[config.mk]
export PLATFORM = sky130hd
export DESIGN_NAME = clint_timer_n
export DESIGN_NICKNAME = d
export VERILOG_FILES = /design/src/rtl/clint_timer_n_pkg.sv /design/src/rtl/clint_prescaler.sv /design/src/rtl/clint_timer_n.sv
export SDC_FILE = /design/constraint.sdc
export NUM_CORES = 1
export LEC_CHECK = 0
export ABC_AREA = 1
export ABC_CLOCK_PERIOD_IN_PS = 2600
export BUFFER_PORTS_ARGS = -buffer_cell sky130_fd_sc_hd__buf_2
export CAP_MARGIN = 20
export CELL_PAD_IN_SITES_DETAIL_PLACEMENT = 0
export CELL_PAD_IN_SITES_GLOBAL_PLACEMENT = 1
export CORE_MARGIN = 10
export CORE_UTILIZATION = 25
export CTS_BUF_LIST = sky130_fd_sc_hd__clkbuf_4 sky130_fd_sc_hd__clkbuf_8
export CTS_CLUSTER_DIAMETER = 50
export DETAILED_ROUTE_END_ITERATION = 8
export PLACE_DENSITY = 0.6
export SKIP_CTS_REPAIR_TIMING = 1
export SLEW_MARGIN = 0
export SYNTH_ARGS = -nofsm -noshare
export SYNTH_HDL_FRONTEND = slang
export SYNTH_SLANG_ARGS = --single-unit
[constraint.sdc]
create_clock -name clk -period 2.6 [get_ports clk]
set_clock_uncertainty 0.1 [all_clocks]
set_input_delay 0.39 -clock clk [delete_from_list [all_inputs] [get_ports clk]]
set_output_delay 0.39 -clock clk [all_outputs]
set_load 0.05 [all_outputs]
[src/rtl/clint_timer_n_pkg.sv]
// Shared constants, address-decode result type and byte-merge helper for the
// clint_timer_n machine timer (optional MSIP block: CLINT_MSIP_EN).
package clint_timer_n_pkg;

   localparam logic [31:0] MTIME_ADDR    = 32'h0000_8004;
   localparam logic [31:0] MTIMECMP_ADDR = 32'h0000_800C;

   localparam int CLINT_MTIME_LO_OFS = 0;
   localparam int CLINT_MTIME_HI_OFS = 4;
   localparam int CLINT_MTIMECMP_OFS = 8;
   localparam int CLINT_HART_STRIDE  = 8;

   localparam logic [63:0] CLINT_MTIMECMP_RESET = 64'hFFFF_FFFF_FFFF_FFFF;

   typedef enum logic [2:0] {
      DEC_MTIME_LO,
      DEC_MTIME_HI,
      DEC_CMP_LO,
      DEC_CMP_HI,
      DEC_MSIP,
      DEC_ERR
   } clint_dec_e;

   function automatic logic [31:0] clint_merge_be(input logic [31:0] old_val,
                                                  input logic [31:0] new_val,
                                                  input logic [3:0]  be);
      logic [31:0] res;
      res = old_val;
      for (int b = 0; b < 4; b++) begin
         if (be[b]) res[8*b +: 8] = new_val[8*b +: 8];
      end
      return res;
   endfunction

endpackage

[src/rtl/clint_prescaler.sv]
// Tick prescaler: counts 0..TICK_DIV-1 and emits a tick on the wrap cycle.
// A restart forces the count back to 0 and suppresses that cycle's tick.
module clint_prescaler #(
   parameter int TICK_DIV = 1
) (
   input  logic clk,
   input  logic rst_n,
   input  logic i_restart,
   output logic o_tick
);

   localparam int PW = (TICK_DIV > 1) ? $clog2(TICK_DIV) : 1;

   logic [PW-1:0] r_count;

   assign o_tick = (r_count == PW'(TICK_DIV - 1)) && !i_restart;

   always_ff @(posedge clk or negedge rst_n) begin
      if (!rst_n) begin
         r_count <= '0;
      end else if (i_restart || o_tick) begin
         r_count <= '0;
      end else begin
         r_count <= r_count + PW'(1);
      end
   end

endmodule

[src/rtl/clint_timer_n.sv]
// Memory-mapped machine timer: shared prescaled 64-bit mtime, per-hart mtimecmp
// and registered mtip. Define CLINT_MSIP_EN to add per-hart msip registers.
module clint_timer_n
   import clint_timer_n_pkg::*;
#(
   parameter int          NUM_HARTS = 1,
   parameter logic [31:0] BASE_ADDR = MTIME_ADDR,
   parameter int          TICK_DIV  = 1
) (
   input  logic                 clk,
   input  logic                 rst_n,
   input  logic                 req_i,
   input  logic                 we_i,
   input  logic [31:0]          addr_i,
   input  logic [31:0]          wdata_i,
   input  logic [3:0]           be_i,
   output logic                 ack_o,
   output logic                 err_o,
   output logic [31:0]          rdata_o,
   output logic [63:0]          mtime_o,
`ifdef CLINT_MSIP_EN
   output logic [NUM_HARTS-1:0] msip_o,
`endif
   output logic [NUM_HARTS-1:0] mtip_o
);

   localparam int          HW       = (NUM_HARTS > 1) ? $clog2(NUM_HARTS) : 1;
   localparam logic [31:0] CMP_END  = 32'(CLINT_MTIMECMP_OFS + CLINT_HART_STRIDE * NUM_HARTS);
   localparam logic [31:0] MSIP_END = CMP_END + 32'(4 * NUM_HARTS);

   logic [63:0]          r_mtime;
   logic [63:0]          r_cmp [NUM_HARTS];
   logic [31:0]          r_shadow;
   logic                 r_ack;
   logic                 r_err;
   logic [31:0]          r_rdata;
   logic [NUM_HARTS-1:0] r_mtip;

   logic [31:0] w_ofs;
   clint_dec_e  w_dec;
   logic [HW-1:0] w_hart;
   logic [31:0] w_rdata;
   logic        w_wr;
   logic        w_rd;
   logic        w_mtime_wr;
   logic        w_tick;

   assign w_ofs      = addr_i - BASE_ADDR;
   assign w_wr       = req_i && we_i;
   assign w_rd       = req_i && !we_i;
   assign w_mtime_wr = w_wr && ((w_dec == DEC_MTIME_LO) || (w_dec == DEC_MTIME_HI));

   // Addresses below BASE_ADDR wrap to huge offsets and fall through to DEC_ERR.
   always_comb begin
      w_dec  = DEC_ERR;
      w_hart = '0;
      if (addr_i[1:0] != 2'b00) begin
         w_dec = DEC_ERR;
      end else if (w_ofs == 32'(CLINT_MTIME_LO_OFS)) begin
         w_dec = DEC_MTIME_LO;
      end else if (w_ofs == 32'(CLINT_MTIME_HI_OFS)) begin
         w_dec = DEC_MTIME_HI;
      end else if ((w_ofs >= 32'(CLINT_MTIMECMP_OFS)) && (w_ofs < CMP_END)) begin
         w_hart = HW'((w_ofs - 32'(CLINT_MTIMECMP_OFS)) / 32'(CLINT_HART_STRIDE));
         w_dec  = w_ofs[2] ? DEC_CMP_HI : DEC_CMP_LO;
`ifdef CLINT_MSIP_EN
      end else if ((w_ofs >= CMP_END) && (w_ofs < MSIP_END)) begin
         w_hart = HW'((w_ofs - CMP_END) >> 2);
         w_dec  = DEC_MSIP;
`endif
      end
   end

   clint_prescaler #(
      .TICK_DIV (TICK_DIV)
   ) u_prescaler (
      .clk       (clk),
      .rst_n     (rst_n),
      .i_restart (w_mtime_wr),
      .o_tick    (w_tick)
   );

`ifdef CLINT_MSIP_EN
   logic [NUM_HARTS-1:0] r_msip;

   always_ff @(posedge clk or negedge rst_n) begin
      if (!rst_n) begin
         r_msip <= '0;
      end else if (w_wr && (w_dec == DEC_MSIP) && be_i[0]) begin
         r_msip[w_hart] <= wdata_i[0];
      end
   end

   assign msip_o = r_msip;
`endif

   always_comb begin
      w_rdata = '0;
      case (w_dec)
         DEC_MTIME_LO: w_rdata = r_mtime[31:0];
         DEC_MTIME_HI: w_rdata = r_shadow;
         DEC_CMP_LO:   w_rdata = r_cmp[w_hart][31:0];
         DEC_CMP_HI:   w_rdata = r_cmp[w_hart][63:32];
`ifdef CLINT_MSIP_EN
         DEC_MSIP:     w_rdata = {31'd0, r_msip[w_hart]};
`endif
         default:      w_rdata = '0;
      endcase
   end

   always_ff @(posedge clk or negedge rst_n) begin
      if (!rst_n) begin
         r_mtime  <= '0;
         r_shadow <= '0;
         r_ack    <= 1'b0;
         r_err    <= 1'b0;
         r_rdata  <= '0;
         r_mtip   <= '0;
         for (int h = 0; h < NUM_HARTS; h++) begin
            r_cmp[h] <= CLINT_MTIMECMP_RESET;
         end
      end else begin
         r_ack   <= req_i;
         r_err   <= req_i && (w_dec == DEC_ERR);
         r_rdata <= w_rd ? w_rdata : '0;
         if (w_rd && (w_dec == DEC_MTIME_LO)) begin
            r_shadow <= r_mtime[63:32];
         end
         // A software write to mtime takes precedence over the tick of the same cycle.
         if (w_wr && (w_dec == DEC_MTIME_LO)) begin
            r_mtime[31:0] <= clint_merge_be(r_mtime[31:0], wdata_i, be_i);
         end else if (w_wr && (w_dec == DEC_MTIME_HI)) begin
            r_mtime[63:32] <= clint_merge_be(r_mtime[63:32], wdata_i, be_i);
         end else if (w_tick) begin
            r_mtime <= r_mtime + 64'd1;
         end
         for (int h = 0; h < NUM_HARTS; h++) begin
            if (w_wr && (w_hart == HW'(h)) && (w_dec == DEC_CMP_LO)) begin
               r_cmp[h][31:0] <= clint_merge_be(r_cmp[h][31:0], wdata_i, be_i);
            end else if (w_wr && (w_hart == HW'(h)) && (w_dec == DEC_CMP_HI)) begin
               r_cmp[h][63:32] <= clint_merge_be(r_cmp[h][63:32], wdata_i, be_i);
            end
            r_mtip[h] <= (r_mtime >= r_cmp[h]);
         end
      end
   end

   assign ack_o   = r_ack;
   assign err_o   = r_err;
   assign rdata_o = r_rdata;
   assign mtime_o = r_mtime;
   assign mtip_o  = r_mtip;

endmodule

# Yosys cells after proc, flatten, opt, wreduce, memory -nomap -nowiden
# Index checks and enable logic that the tools add are counted.
[word_totals]
ff_bits = 196
latch_bits = 0
ramBits = 0
romBits = 0
in_bits = 72
out_inout_bits = 99
wordCells = 106
memories = 0
[op_classes]
addsub = 4
n_mul = 0
div = 0
order_cmp = 4
eq_ne = 14
shifts = 0
mux = 21
bitwise_logic = 4
n_reduce_logical = 37
[op_table]
columns = ["op", "count"]
rows = [
  ["$mux 32", 4],
  ["$mux 64", 2],
  ["$pmux 32 s4", 1],
  ["$add 64x1->64 const B", 1],
  ["$ge 64x64->1", 1],
  ["$reduce_and 3->1", 12],
  ["$eq 32x3->1 const B", 1],
  ["$ge 32x4->1 const B", 1],
  ["$logic_not 32->1", 1],
  ["$lt 32x5->1 const B", 1],
  ["$mux 8", 4],
  ["$sub 32x16->32 const B", 1],
  ["$ne 2x2->1 const B", 9],
  ["$logic_and 1x1->1", 12],
  ["$mux 3", 4],
  ["$reduce_and 2->1", 4],
  ["$eq 3x2->1 const B", 2],
  ["$mux 1", 6],
  ["$reduce_bool 2->1", 3],
  ["$not 1->1", 4],
  ["$sub 4x4->4 const B", 1],
  ["$eq 3x1->1 const B", 1],
  ["$eq 3x3->1 const B", 1],
  ["$logic_not 3->1", 1],
  ["4 further kinds", 6],
]

# Depth between registers and ports, before layout
[depth]
depth_word = 15
mapped_depth = 24
ltp_nobuf = 23

# Modules after synthesis
# Synthesis repeated with hierarchy kept, for this count alone.
[unflattened]
cells_unflattened = 2159
hier_area_um2 = 14522.7
[modules_own_cells]
columns = ["module", "instances", "cells_per_inst", "area_each_um2"]
rows = [
  ["clint_timer_n", 1, 2156, 14490.1],
  ["clint_prescaler", 1, 3, 32.5],
]

# Worst setup path after synthesis
# No wires, ideal clock.
[synth_path]
kind = "register -> register"
from = "register r_mtime[1], in the netlist mtime_o[1]"
to = "register r_mtime[62], in the netlist mtime_o[62]"
setup_time_ps = 118
arrival_time_ps = 2856
t_required_ps = 2382
path_slack_ps = -474
path_stages_with_launch = 17
n_path_buf = 0
period_less_slack_ps = 3074
cell_sequence = "dfrtp_1 -> ha_1 -> nand3_1 -> inv_1 -> nand2_1 -> nor2_1 -> nand3_1 -> nor3_1 -> nand2_1 -> nor2_2 -> nand3_1 -> nor3_1 -> nand3_1 -> xor2_1 -> nand2_1 -> nand3_1 -> nand2_1"
[synth_between]
elab_chain_len = 3
[synth_rtl]
columns = ["element", "line", "source"]
rows = [
  ["start: declaration", "clint_timer_n.sv:31", "logic [63:0] r_mtime;"],
  ["start signal: assignment", "clint_timer_n.sv:131", "r_mtime[31:0] <= clint_merge_be(r_mtime[31:0], wdata_i, be_i);"],
  ["start signal: assignment", "clint_timer_n.sv:135", "r_mtime <= r_mtime + 64'd1;"],
  ["$add 64x1->64", "clint_timer_n.sv:135", ""],
  ["$mux 64", "clint_timer_n.sv:134", "end else if (w_tick) begin"],
  ["$mux 32", "clint_timer_n.sv:132", "end else if (w_wr && (w_dec == DEC_MTIME_HI)) begin"],
]
# Every way passes these cells. The select of a mux whose other input is x is not followed.
# A chain may end at the register's enable or synchronous reset.

# Worst setup path after layout
[layout_path]
from = "register r_cmp[4] in the netlist's numbering"
to = "register r_mtip, in the netlist mtip_o"
[layout_between]
elab_chain_len = 1
[layout_rtl]
columns = ["element", "line", "source"]
rows = [
  ["start: declaration", "clint_timer_n.sv:32", "logic [63:0] r_cmp [NUM_HARTS];"],
  ["start signal: indexed assignment", "clint_timer_n.sv:139", "r_cmp[h][31:0] <= clint_merge_be(r_cmp[h][31:0], wdata_i, be_i);"],
  ["start signal: indexed assignment", "clint_timer_n.sv:141", "r_cmp[h][63:32] <= clint_merge_be(r_cmp[h][63:32], wdata_i, be_i);"],
  ["$ge 64x64->1", "clint_timer_n.sv:143", "r_mtip[h] <= (r_mtime >= r_cmp[h]);"],
  ["end signal: indexed assignment", "clint_timer_n.sv:143", ""],
  ["end: declaration", "clint_timer_n.sv:37", "logic [NUM_HARTS-1:0] r_mtip;"],
]
# Every way passes these cells.

==> results.toml <==
[run_status]
status = "complete, but fails checks"
violations = "setup timing"

[worst_setup_path]
critPathArrivalTime_ps = 3130
cp_slowest_cell = "dfstp_2"
worst-path-max-fanout = 2
crit_chain = "inv_1, ha_1, nand2_2, nor2_4, nand4_1, nand4_1, a21oi_2, o21ai_1, buf_4, a21oi_4, o21ai_4, a21boi_2, buf_6, o21ai_4"
slowest_delay_ps = 540
worstRegToRegCells = 14
start_kind = "flip-flop"
cp.required_ps = 2910
crit_path_end_kind = "flip-flop"
path_class = "reg -> reg"

[finish]
layout.nets = 2673
area_growth_pct = 55.7
drive_gt1_share_pct = 45.3
n_fill_cell = 5807
final_common_cell = "nand2_1"
final_cell_mix = "nand2_1 (452), buf_4 (291), inv_1 (247)"
final-instance-count-excl-fill = 3302

[clocking]
cts_tree = "built"
clockRootBuffer = "clkbuf_8"
clk_path_buf_depth = 2
path_clk_slew_ps = 100
clock_latency_ps = 540
htreeDepth = 4
cts_buffers = 17
clock_sinks = 196

[detailed_routing]
drc_errors = 0
postRouteWirelength_um = 64000
drt_iter0_drc = 1074
wl_met1_um = 29400
wl_met2_um = 30400
avgViaCountPerCell = 4.71
wl_met3_um = 3190
avgRoutedWirePerCell_um = 19.4
drt-pass1-iter-count = 5
vias = 15600
highest_layer = "met4"
final_antenna_net_count = 0

[timing]
tightestPinTransition_ps = 589
final-hold-violation-count = 0
max-slew-margin-rel_pct = 60.5
maxSlewViolCount = 0
timing.fmax_mhz = 354
finalSetupViolations = 35
setup_tns_ps = -2610
rsz0062_at_grt = "true"
setup_slack_ps = -228
fin_crit_sh_pct = 109
whs_ps = 53.9
min_period_ps = 2830

[pwr]
ir_worst_vdd_v = 0.000353
p_leak_uw = 0.0106
p_per_area_nw_per_um2 = 377

[floorplanning]
ios = 171
dieWidth_um = 258
die-area_um2 = 66700
die_h_um = 258
core-area_um2 = 56300
floorplan.initialDensity_pct = 25.2
rows = 87

[worst_hold_path]
min_path_type = "in -> reg"
min_delay_path_depth = 3

[yosys]
synth-seq-cells = 196
yosysTopAreaCell = "dfrtp_1"
synth_cells = 2004
syn-cell-area_um2 = 14200
yosysSeqAreaShare_pct = 35.1
ys_warn_count = 0
synth_area_leaders = "dfrtp_1 (23%), nand2_1 (16%), dfstp_2 (12%)"
synth_nets = 2145
yosysUniqueCellTypes = 44
synth.top_cell.area_share_pct = 23.3
avgSynthCellArea_um2 = 7.08

[global_route]
grt_max_degree = 53
grt_pass1_vias = 15000
grt_pass1_wl_um = 90900
grtUsageTotal_pct = 17.8
antenna_found_initial = 1
gr-total-overflow = 0

[place]
place.gp.congestion = 0.900
dp_slack_ps = -807
hpwl_um = 48300
placed_cells = 3175
numPortBuffers = 170

[job]
cap_violations = 0
## critical path: cells and delay by family (launching register included)
| kind | cells | cell delay (ps) |
|---|---|---|
| buffers and inverters | 3 | 350 |
| DFF | 1 | 540 |
| AOI/OAI and AO/OA | 6 | 890 |
| adders and majority gates | 1 | 280 |
| and+or+nand+nor | 4 | 520 |
## layout make-up
type                    count  area [um^2]  share of cell area [%]
repair buffers            552         4540                    20.5
well taps                 756          946                    4.28
multi-input cells        1488        10000                    45.5
flip-flops and latches    196         5000                    22.6
diodes                      1         2.50                  0.0113
inverters                 277         1100                    4.99
clock inverters             9          176                   0.798
clock buffers              23          285                    1.29
## Yosys cell counts, drive strengths merged
cell type / count
dfstp: 64
nand4: 34
xnor2: 10
nor3b: 1
xor2: 47
dfrtp: 132
clkinv: 1
nor2: 177
clkbuf: 23
o211ai: 1
a211oi: 4
o221a: 1
a221oi: 2
or3: 1
nand2: 633
nor4: 11
o21a: 5
a21boi: 1
buf: 29
conb: 1
nand3b: 3
nand3: 198
inv: 276
mux2: 8
ha: 69
nor3: 34
o21ai: 194
a21oi: 44
## per-stage QoR
step	utilization [%]	instance area, um^2	total power, uW
6_report	39.3	22100	8320
5_1_grt	39.3	22100	8730
4_1_cts	33.4	18800	7960
3_5_place_dp	32.6	18400	5530
3_3_place_gp	32.6	18400	5510
2_1_floorplan	-	14400	4500
## per-layer routing
metal	vias up	global-route usage [%]
li1	7529	-
met1	7577	24.4
met2	389	28.5
met5	-	0
met4	0	4.28
met3	55	3.10
## final timing paths
kind	slack (ps)	end	startpoint
max reg2reg	-230	mtip_o$_DFF_PN0_	r_cmp[4]$_DFFE_PN1P_
min reg2reg	380	r_cmp[48]$_DFFE_PN1P_	r_cmp[48]$_DFFE_PN1P_
max in group asynchronous	1390	r_cmp[50]$_DFFE_PN1P_	rst_n
min in group asynchronous	260	rdata_o[1]$_DFF_PN0_	rst_n
max	-230	mtip_o$_DFF_PN0_	r_cmp[4]$_DFFE_PN1P_
min	50	r_cmp[7]$_DFFE_PN1P_	wdata_i[7]
## registers in the layout, indices dropped and copies added, names as in the netlist
register             cells
ack_o                    1
r_cmp                   64
r_shadow                32
rdata_o                 32
u_prescaler.r_count      1
err_o                    1
mtip_o                   1
mtime_o                 64
## where the power goes
group          internal [uW]  switching (uW)  total (uW)
logic                    943            1640        2580
registers               3170             160        3330
clock network           1220            1200        2420
total                   5330            2990        8320
## kinds of logic after synthesis
group,count (synthesis),synth area share [%]
AO/OA/AOI/OAI,252,11.0
XOR/XNOR,57,3.52
adder cells (fa/ha/maj),69,6.08
buffers and inverters,329,9.43
flip-flops,196,35.1
multiplexers,8,0.635
other,1,0.0264
AND/OR/NAND/NOR,1092,34.2
Power figures use the tool's default switching activity.
